File: src/rtl/pulsegen_pkg.sv
// Shared state encoding for the multi-channel step-counted pulse generator.
package pulsegen_pkg;

  typedef enum logic [1:0] {
    IDLE  = 2'd0,
    DELAY = 2'd1,
    PULSE = 2'd2
  } state_e;

endpackage

File: src/rtl/pulsegen_chan.sv
// One pulse channel: trigger edge detect, IDLE/DELAY/PULSE FSM and step counter.
// Outputs are registered one cycle behind the state register; no backpressure.
module pulsegen_chan
  import pulsegen_pkg::*;
#(
  parameter int WIDTH = 16
) (
  input  logic             clk_i,
  input  logic             rst_n_i,
  input  logic             enable_i,
  input  logic             step_rise_i,
  input  logic             trigger_i,
  input  logic             abort_i,
  input  logic             repeat_en_i,
  input  logic [WIDTH-1:0] delay_i,
  input  logic [WIDTH-1:0] width_i,
  output logic             pulse_o,
  output logic             busy_o,
  output logic             done_o
);

  localparam logic [WIDTH-1:0] CNT_ONE = WIDTH'(1);

  state_e           state_q, state_d;
  logic [WIDTH-1:0] count_q, count_d;
  logic             trig_q;
  logic             evt_q, evt_d;
  logic             pulse_q, busy_q, done_q;

  logic             trig_rise;
  logic [WIDTH:0]   dec_w;
  state_e           eop_state;
  logic [WIDTH-1:0] eop_count;
  logic             eop_done;

  assign trig_rise = trigger_i & ~trig_q;
  assign dec_w     = {1'b0, count_q} - {{WIDTH{1'b0}}, 1'b1};

  // End of a pulse: finish, or reload the next period from the live presets.
  always_comb begin
    eop_state = IDLE;
    eop_count = '0;
    eop_done  = 1'b1;
    if (repeat_en_i) begin
      if (delay_i != '0) begin
        eop_state = DELAY;
        eop_count = delay_i;
        eop_done  = 1'b0;
      end else if (width_i != '0) begin
        eop_state = PULSE;
        eop_count = width_i;
        eop_done  = 1'b0;
      end
    end
  end

  always_comb begin
    state_d = state_q;
    count_d = count_q;
    evt_d   = 1'b0;
    if (abort_i || !enable_i) begin
      state_d = IDLE;
      count_d = '0;
    end else if (trig_rise) begin
      if (delay_i != '0) begin
        state_d = DELAY;
        count_d = delay_i;
      end else if (width_i != '0) begin
        state_d = PULSE;
        count_d = width_i;
      end else begin
        state_d = IDLE;
        count_d = '0;
        evt_d   = 1'b1;
      end
    end else if (step_rise_i) begin
      unique case (state_q)
        DELAY: begin
          if (count_q > CNT_ONE) begin
            count_d = dec_w[WIDTH-1:0];
          end else if (count_q == CNT_ONE) begin
            if (width_i != '0) begin
              state_d = PULSE;
              count_d = width_i;
            end else begin
              state_d = eop_state;
              count_d = eop_count;
              evt_d   = eop_done;
            end
          end
        end
        PULSE: begin
          if (count_q > CNT_ONE) begin
            count_d = dec_w[WIDTH-1:0];
          end else if (count_q == CNT_ONE) begin
            state_d = eop_state;
            count_d = eop_count;
            evt_d   = eop_done;
          end
        end
        default: ;
      endcase
    end
  end

  always_ff @(posedge clk_i) begin
    if (!rst_n_i) begin
      state_q <= IDLE;
      count_q <= '0;
      trig_q  <= 1'b0;
      evt_q   <= 1'b0;
      pulse_q <= 1'b0;
      busy_q  <= 1'b0;
      done_q  <= 1'b0;
    end else begin
      state_q <= state_d;
      count_q <= count_d;
      trig_q  <= trigger_i;
      evt_q   <= evt_d;
      pulse_q <= (state_q == PULSE);
      busy_q  <= (state_q != IDLE);
      done_q  <= evt_q;
    end
  end

  assign pulse_o = pulse_q;
  assign busy_o  = busy_q;
  assign done_o  = done_q;

endmodule

File: src/rtl/pulsegen_multi.sv
// CHANNELS independent step-timed pulse generators sharing one step strobe and enable.
// State moves on the trigger-rise edge; busy/pulse follow one cycle later; no backpressure.
module pulsegen_multi #(
  parameter int CHANNELS = 4,
  parameter int WIDTH    = 16
) (
  input  logic                      sysclk,
  input  logic                      rst_n,
  input  logic                      enable,
  input  logic                      step,
  input  logic [CHANNELS-1:0]       trigger,
  input  logic [CHANNELS-1:0]       abort,
  input  logic [CHANNELS-1:0]       repeat_en,
  input  logic [CHANNELS*WIDTH-1:0] delay_preset,
  input  logic [CHANNELS*WIDTH-1:0] width_preset,
  output logic [CHANNELS-1:0]       pulse,
  output logic [CHANNELS-1:0]       busy,
  output logic [CHANNELS-1:0]       done
);

  logic step_q;
  logic step_rise;

  assign step_rise = step & ~step_q;

  always_ff @(posedge sysclk) begin
    if (!rst_n) begin
      step_q <= 1'b0;
    end else begin
      step_q <= step;
    end
  end

  for (genvar c = 0; c < CHANNELS; c++) begin : g_chan
    pulsegen_chan #(
      .WIDTH(WIDTH)
    ) u_chan (
      .clk_i       (sysclk),
      .rst_n_i     (rst_n),
      .enable_i    (enable),
      .step_rise_i (step_rise),
      .trigger_i   (trigger[c]),
      .abort_i     (abort[c]),
      .repeat_en_i (repeat_en[c]),
      .delay_i     (delay_preset[c*WIDTH +: WIDTH]),
      .width_i     (width_preset[c*WIDTH +: WIDTH]),
      .pulse_o     (pulse[c]),
      .busy_o      (busy[c]),
      .done_o      (done[c])
    );
  end

endmodule

File: config.mk
export PLATFORM = sky130hd
export DESIGN_NAME = pulsegen_multi
export DESIGN_NICKNAME = d
export VERILOG_FILES = /design/src/rtl/pulsegen_pkg.sv /design/src/rtl/pulsegen_chan.sv /design/src/rtl/pulsegen_multi.sv
export SDC_FILE = /design/constraint.sdc
export NUM_CORES = 1
export LEC_CHECK = 0
export CAP_MARGIN = 20
export CORE_MARGIN = 5
export CORE_UTILIZATION = 48
export CTS_BUF_LIST = sky130_fd_sc_hd__clkbuf_2 sky130_fd_sc_hd__clkbuf_4 sky130_fd_sc_hd__clkbuf_8
export DETAILED_ROUTE_END_ITERATION = 8
export PLACE_DENSITY_LB_ADDON = 0.1
export SLEW_MARGIN = 10
export SYNTH_ARGS = -nofsm -noshare
export SYNTH_HDL_FRONTEND = slang
export SYNTH_HIERARCHICAL = 1
export SYNTH_SLANG_ARGS = --single-unit
File: constraint.sdc
create_clock -name sysclk -period 2.5 [get_ports sysclk]
set_input_delay 0.5 -clock sysclk [delete_from_list [all_inputs] [get_ports sysclk]]
set_output_delay 0.5 -clock sysclk [all_outputs]
set_load 0.02 [all_outputs]
After elaboration in Yosys (flattened, before gate mapping):

Index checks and enable logic that the tools add are counted.

* bits in registers: 93
* input port bits: 144
* word-level logic and storage cells: 253

* $add $sub $neg: 4
* magnitude comparators: 4
* eq/ne operators: 36
* multiplexer cells: 132
* bitwise operators: 11
* reductions and logical operators: 37

Operators with widths (count)
* 2-to-1 mux 16 bit: 40
* one-hot mux 16 bit (2 select lines): 4
* nonzero test 16 bit: 8
* 2-to-1 mux 2 bit: 40
* == test 16 x 1 -> 1 bit (second input constant): 4
* greater-than comparator 16 x 1 -> 1 bit (second input constant): 4
* subtractor 16 x 1 -> 16 bit (second input constant): 4
* 2-to-1 mux 1 bit: 40
* inequality test 4 x 1 -> 1 bit (second input constant): 8
* inequality test 3 x 1 -> 1 bit (second input constant): 8
* inequality test 3 x 2 -> 1 bit (second input constant): 8
* AND reduction 6 bit: 4
* one-hot mux 2 bit (2 select lines): 4
* AND reduction 4 bit: 4
* nonzero test 2 bit: 8
* nonzero test 3 bit: 4
* == test 2 x 1 -> 1 bit (second input constant): 4
* == test 2 bit (second input constant): 4
* one-hot mux 1 bit (2 select lines): 4
* OR reduction 2 bit: 4
* inverter 1 bit: 6
* AND 1 bit: 5
* logical OR 1 bit: 4
* logical NOT 1 bit: 1

Longest topological paths before layout:

* word-level depth: 10
* depth in mapped cells: 10

By module:

The synthesis kept the hierarchy.

By module, submodules not included
* pulsegen_chan at g_chan[1].u_chan ...: instances 3, cells each 218, area an instance 1750.4 µm²
* pulsegen_chan at g_chan[0].u_chan: instances 1, cells each 219, area an instance 1696.6 µm²
* pulsegen_multi: instances 1, cells each 3, area an instance 40.0 µm²

Worst setup path before layout:

Ideal clock, no wire load.

* path kind: register -> register
* start point: reg g_chan[1].u_chan.count_q[6]
* end point: reg g_chan[1].u_chan.count_q[15]
* arrival: 2.331 ns
* data required time: 2.421 ns
* setup slack: 0.090 ns
* stages on the path, launching flop included: 8
* path buffers: 1
* period minus slack after synthesis: 2.410 ns
* path through: dfxtp_1 or4_1 buf_2 or4_4 a2111oi_4 o21ai_1 o32a_1 a211oi_2

* cells in the longest elaborated chain, start to end: 5
* elaborated cells on any way between the ends: 11
* classes of those cells: 1 x add/sub; 1 x order compare; 3 x eq/ne; 5 x mux; 1 x reduce/logical

Ends and longest elaborated chain
* start: declaration: RTL line pulsegen_chan.sv:25 `logic [WIDTH-1:0] count_q, count_d;`
* start signal: assignment: RTL line pulsegen_chan.sv:117 `count_q <= count_d;`
* subtractor 16 x 1 -> 16 bit / greater-than comparator 16 x 1 -> 1 bit (equally long branches): RTL line pulsegen_chan.sv:37, pulsegen_chan.sv:79, pulsegen_chan.sv:93
* 2-to-1 mux 16 bit, on equally long branches: RTL line pulsegen_chan.sv:93, pulsegen_chan.sv:79
* one-hot mux 16 bit (2 select lines): RTL line pulsegen_chan.sv:77 `unique case (state_q)`
* 2-to-1 mux 16 bit: RTL line pulsegen_chan.sv:76 `end else if (step_rise_i) begin`
* 2-to-1 mux 16 bit: RTL line pulsegen_chan.sv:64 `end else if (trig_rise) begin`

Parallel ways exist; a longest one is shown, timed or not. The select of a mux whose other input is x is not followed.
A chain may end at the register's enable or synchronous reset.

Worst setup path in the final report:

* start point: reg g_chan[2].u_chan.count_q[6]
* end point: reg g_chan[2].u_chan.count_q[15]

* cells in the longest elaborated chain, start to end: 5
* elaborated cells on any way between the ends: 11
* classes of those cells: 1 x add/sub; 1 x order compare; 3 x eq/ne; 5 x mux; 1 x reduce/logical

Ends and longest elaborated chain (RTL line)
* start: declaration: pulsegen_chan.sv:25
* start signal: assignment: pulsegen_chan.sv:117
* subtractor 16 x 1 -> 16 bit / greater-than comparator 16 x 1 -> 1 bit (equally long branches): pulsegen_chan.sv:37, pulsegen_chan.sv:79, pulsegen_chan.sv:93
* 2-to-1 mux 16 bit, on equally long branches: pulsegen_chan.sv:93, pulsegen_chan.sv:79
* one-hot mux 16 bit (2 select lines): pulsegen_chan.sv:77
* 2-to-1 mux 16 bit: pulsegen_chan.sv:76
* 2-to-1 mux 16 bit: pulsegen_chan.sv:64

Parallel ways exist; a longest one is shown, timed or not. The select of a mux whose other input is x is not followed.

==> reports/qor_table.md <==
| Metric | Reported |
|:---|:---|
| Run status | complete, no violations |
| Clock tree root buffer cell | clkbuf_8 |
| Initial standard-cell utilization of the core | 48.4% |
| Transition at the pin with the smallest max-transition slack | 0.500 ns |
| Post-synth net total | 1,040 |
| Iteration-0 DRC count of the detailed router | 870 |
| Cells after synthesis | 876 |
| Number of global-route vias before repair | 7,678 |
| Setup repair after global routing missed its margin | no |
| Kind of cell adding the most delay to the critical path | simple AND/OR/NAND/NOR gates |
| Count leader, synth | dfxtp_1 |
| Max-capacitance violation count | 0 |
| Worst setup slack for register-to-register paths | 0.07 ns |
| Type of destination of the critical path | register |
| Proportion of synthesized chip area in sequential cells | 26.6% |
| Final wirelength | 23,800 µm |
| Core region area | 14,400 µm² |
| Hold Vio Cnt, Final | 0 |
| Share of synthesized registers carrying an async set or reset | 0% |
| Delay of the slowest critical-path stage | 0.58 ns |
| CTS Buf Count | 9 |
| Aggregate global-route resource usage | 27.5% |
| Critical setup path kind | register to register |
| Post-route clock skew | 0.00809 ns |
| Max-slew violation count | 0 |
| Wire per inst | 17.7 µm |
| Post-synthesis instance area | 6990 µm² |
| Critical path destination | g_chan[2].u_chan/count_q[15] |
| CTS Sinks | 93 |
| Highest clock frequency the design can meet | 412 MHz |
| Die Wd | 131 µm |
| HPWL after detailed placement | 18,300 µm |
| Residual overflow from global routing | 0 |
| Data required time of the worst path | 2.81 ns |
| Worst ir drop on vdd | 0.263 mV |
| Die outline area | 17,100 µm² |
| Max-Slew Margin vs Limit | 66.3% |
| Maximum level of the CTS H-tree | 3 |
| Detailed Routing Iterations Pass 1 | 5 |
| Pin count of the biggest net entering global routing | 33 |
| Top cell type's share of synthesized area | 26.6% |
| Fraction of final layout cells sized beyond drive strength 1 | 21.0% |
| Source-to-sink clock delay at the later pin of the worst-skew pair | 0.38 ns |
| Vias per Instance | 6.16 |
| # placed instances | 1,330 |
| Endpoint arrival time on the critical path | 2.74 ns |
| Antenna diode count | 0 |
| Final weighted congestion of routability-driven global placement | 0.956 |
| Cell mode on critical path | or4_4 |
| Final design area excluding fillers | 10,200 µm² |
| Post-placement cell area | 9910 µm² |
| Clock-pin slew of the registers on the worst-case setup and hold paths | 0.10 ns |
| Bufs and invs on worst path | 0 |
| Longest Clk Path Bufs | 2 |
| Period minus WS final | 2.43 ns |
| Path length in cells of the critical path | 6 |
| Worst reg2reg endpoint | g_chan[2].u_chan/count_q[15] |
| Area growth from synthesis to layout | 45.8% |
| Reg-to-reg startpoint | g_chan[2].u_chan/count_q[6] |
| Cells on worst reg2reg path | 6 |
| Worst hold path type | register to register |
| Number of standard-cell rows in the floorplan | 44 |
| Antenna Nets Post-Route | 0 |
| Yosys warning total | 6 |
| Wire length of the first global-routing pass | 38,500 µm |
| Vias post-DR | 8,292 |
| Post-synthesis cell type count | 57 |
| Synth area leader | dfxtp_1 |
| Share of the clock period used by the worst path after layout | 97.0% |
| Power per cell area | 430 nW/µm² |
| Mean Syn Cell Area | 7.98 µm² |
| TritonCTS clock tree | yes |
| DIE HEIGHT | 131 µm |
| Number of storage elements in the synthesis netlist | 93 |
| Setup violation total in the final timing report | 0 |
| # IOs | 156 |
| Static leakage | 3.99 nW |
| Post-CTS Hold Fix Bufs | 0 |
| Critical hold path startpoint | g_chan[3].u_chan/evt_q |
| Critical path launch point | g_chan[2].u_chan/count_q[6] |
| Most frequent cells after synthesis | 93 x dfxtp_1, 84 x nor2_1, 65 x nor3_1 |
| Post-route insts no fill | 1,347 |
| Worst Setup Start Kind | register |
| Final net count | 1,323 |
| Port buffer count | 155 |
| Initial antenna violation count | 0 |
| Maximum fanout count along the critical path | 5 |
| CP cell instances | or4_4 > or4_4 > a2111oi_4 > o21ai_1 > o32a_1 > a211oi_2 |
| Slowest CP cell | or4_4 |
| Area contributors post-synth | dfxtp_1 27%, o221a_1 7.3%, a31oi_1 5.7% |
| Number of flops mapped to enable cells by yosys | 0 |
| Residual DRC count | 0 |
| Ys flop type | dfxtp_1 |
through the flow:
stage | power, W | setup WS (ns) | hold slack (ns) | utilization, % | TNS, ns
after CTS | 0.00435 | 0.0256 | 0.451 | 70.1 | 0
final | 0.00438 | 0.0741 | 0.447 | 70.6 | 0
after global placement | 0.00328 | -0.295 | 0.434 | 68.7 | -10.03
after floorplan | 0.00254 | 0.0900 | 0.412 | - | 0
after detailed placement | 0.00328 | -0.322 | 0.422 | 68.7 | -11.90
after global routing | 0.00462 | 0.00259 | 0.472 | 70.6 | 0
area by class of cell:
class                           count  area, µm²
Multi-Input combinational cell    699       4860
Fill cell                        1178       4240
Timing Repair Buffer              333       2950
Sequential cell                    93       1860
Tap cell                          184        230
Clock buffer                        9        124
Inverter                           23       86.3
Clock inverter                      6       72.6
kinds of logic (layout without fill, tap and decap cells):
logic type	count (synthesis)	in the layout	synth area share [%]
compound gates	289	289	31.1
flops	93	93	26.6
buf+inv	84	371	4.91
simple gates	346	346	28.0
xor+xnor	36	36	4.51
mux	8	8	1.20
fa+ha+maj	20	20	3.58
state kept, by name (all words and copies together), names as in the netlist:
| register | count |
|---|---|
| g_chan.u_chan/count_q | 64 |
| g_chan.u_chan/state_q | 8 |
| g_chan.u_chan/busy_o | 4 |
| g_chan.u_chan/done_o | 4 |
| g_chan.u_chan/evt_q | 4 |
| g_chan.u_chan/pulse_o | 4 |
| g_chan.u_chan/trig_q | 4 |
| step_q | 1 |
power breakdown:
group | total [W] | internal, W | leakage (nW) | switching (W)
sequential | 0.00155 | 0.00152 | 0.754 | 0.0000361
combinational | 0.00177 | 0.000911 | 3.15 | 0.000854
clock | 0.00106 | 0.000467 | 0.0899 | 0.000596
total | 0.00438 | 0.00290 | 3.99 | 0.00149
worst min-delay path by stage:
stage | cells past startpoint | end | slack [ns]
6_report | 1 | g_chan[3].u_chan/done_o | 0.45
4_1_cts | 1 | g_chan[3].u_chan/done_o | 0.45
3_5_place_dp | 1 | g_chan[3].u_chan/done_o | 0.42
3_3_place_gp | 1 | g_chan[3].u_chan/done_o | 0.43
5_1_grt | 1 | g_chan[3].u_chan/done_o | 0.47
2_1_floorplan | 1 | g_chan[0].u_chan/done_o | 0.41
layout by cell type, fill, tap and decap left out, types with 4 or more instances in the layout:
cell | Yosys | layout
a21oi_1 | 49 | 49
a22oi_1 | 28 | 28
a2bb2oi_1 | 8 | 8
a31oi_1 | 64 | 64
and2_1 | 16 | 16
and4_1 | 5 | 5
buf_12 | 0 | 5
buf_4 | 1 | 173
clkbuf_8 | 0 | 9
clkdlybuf4s50_1 | 0 | 155
dfxtp_1 | 93 | 93
ha_1 | 20 | 20
inv_1 | 23 | 23
mux2i_1 | 5 | 5
nand2_1 | 20 | 20
nand2b_1 | 10 | 10
nand3_1 | 12 | 12
nand3b_1 | 10 | 10
nand4_1 | 9 | 9
nand4b_1 | 5 | 5
nor2_1 | 84 | 82
nor2b_1 | 12 | 12
nor3_1 | 65 | 62
nor4_1 | 52 | 50
nor4_4 | 4 | 4
o21a_1 | 9 | 8
o21ai_0 | 32 | 32
o21ai_1 | 9 | 6
o221a_1 | 45 | 45
o221a_2 | 6 | 6
o31ai_1 | 6 | 6
o41ai_1 | 9 | 9
or2_0 | 4 | 4
or2_1 | 4 | 4
or2_2 | 4 | 4
or4_1 | 15 | 9
or4_4 | 3 | 9
xnor2_1 | 17 | 17
xor2_1 | 19 | 19
per-layer routing:
layer / vias up / track usage, % / routed length [µm]
li1: 4017 / - / -
met4: 0 / 7.62 / 437
met1: 3801 / 40.2 / 10800
met2: 438 / 42.2 / 10400
met3: 36 / 4.27 / 2270
met5: - / 0 / 0
timing repair:
| item | 4_1_cts | 5_1_grt |
|---|---|---|
| pin swaps | 0 | 1 |
| cloned | 0 | 0 |
| setup buffers | 0 | 2 |
| gates resized for setup | 2 | 15 |
| setup endpoints to repair | 2 | 48 |
No activity file was read; power rests on OpenSTA's default activity.
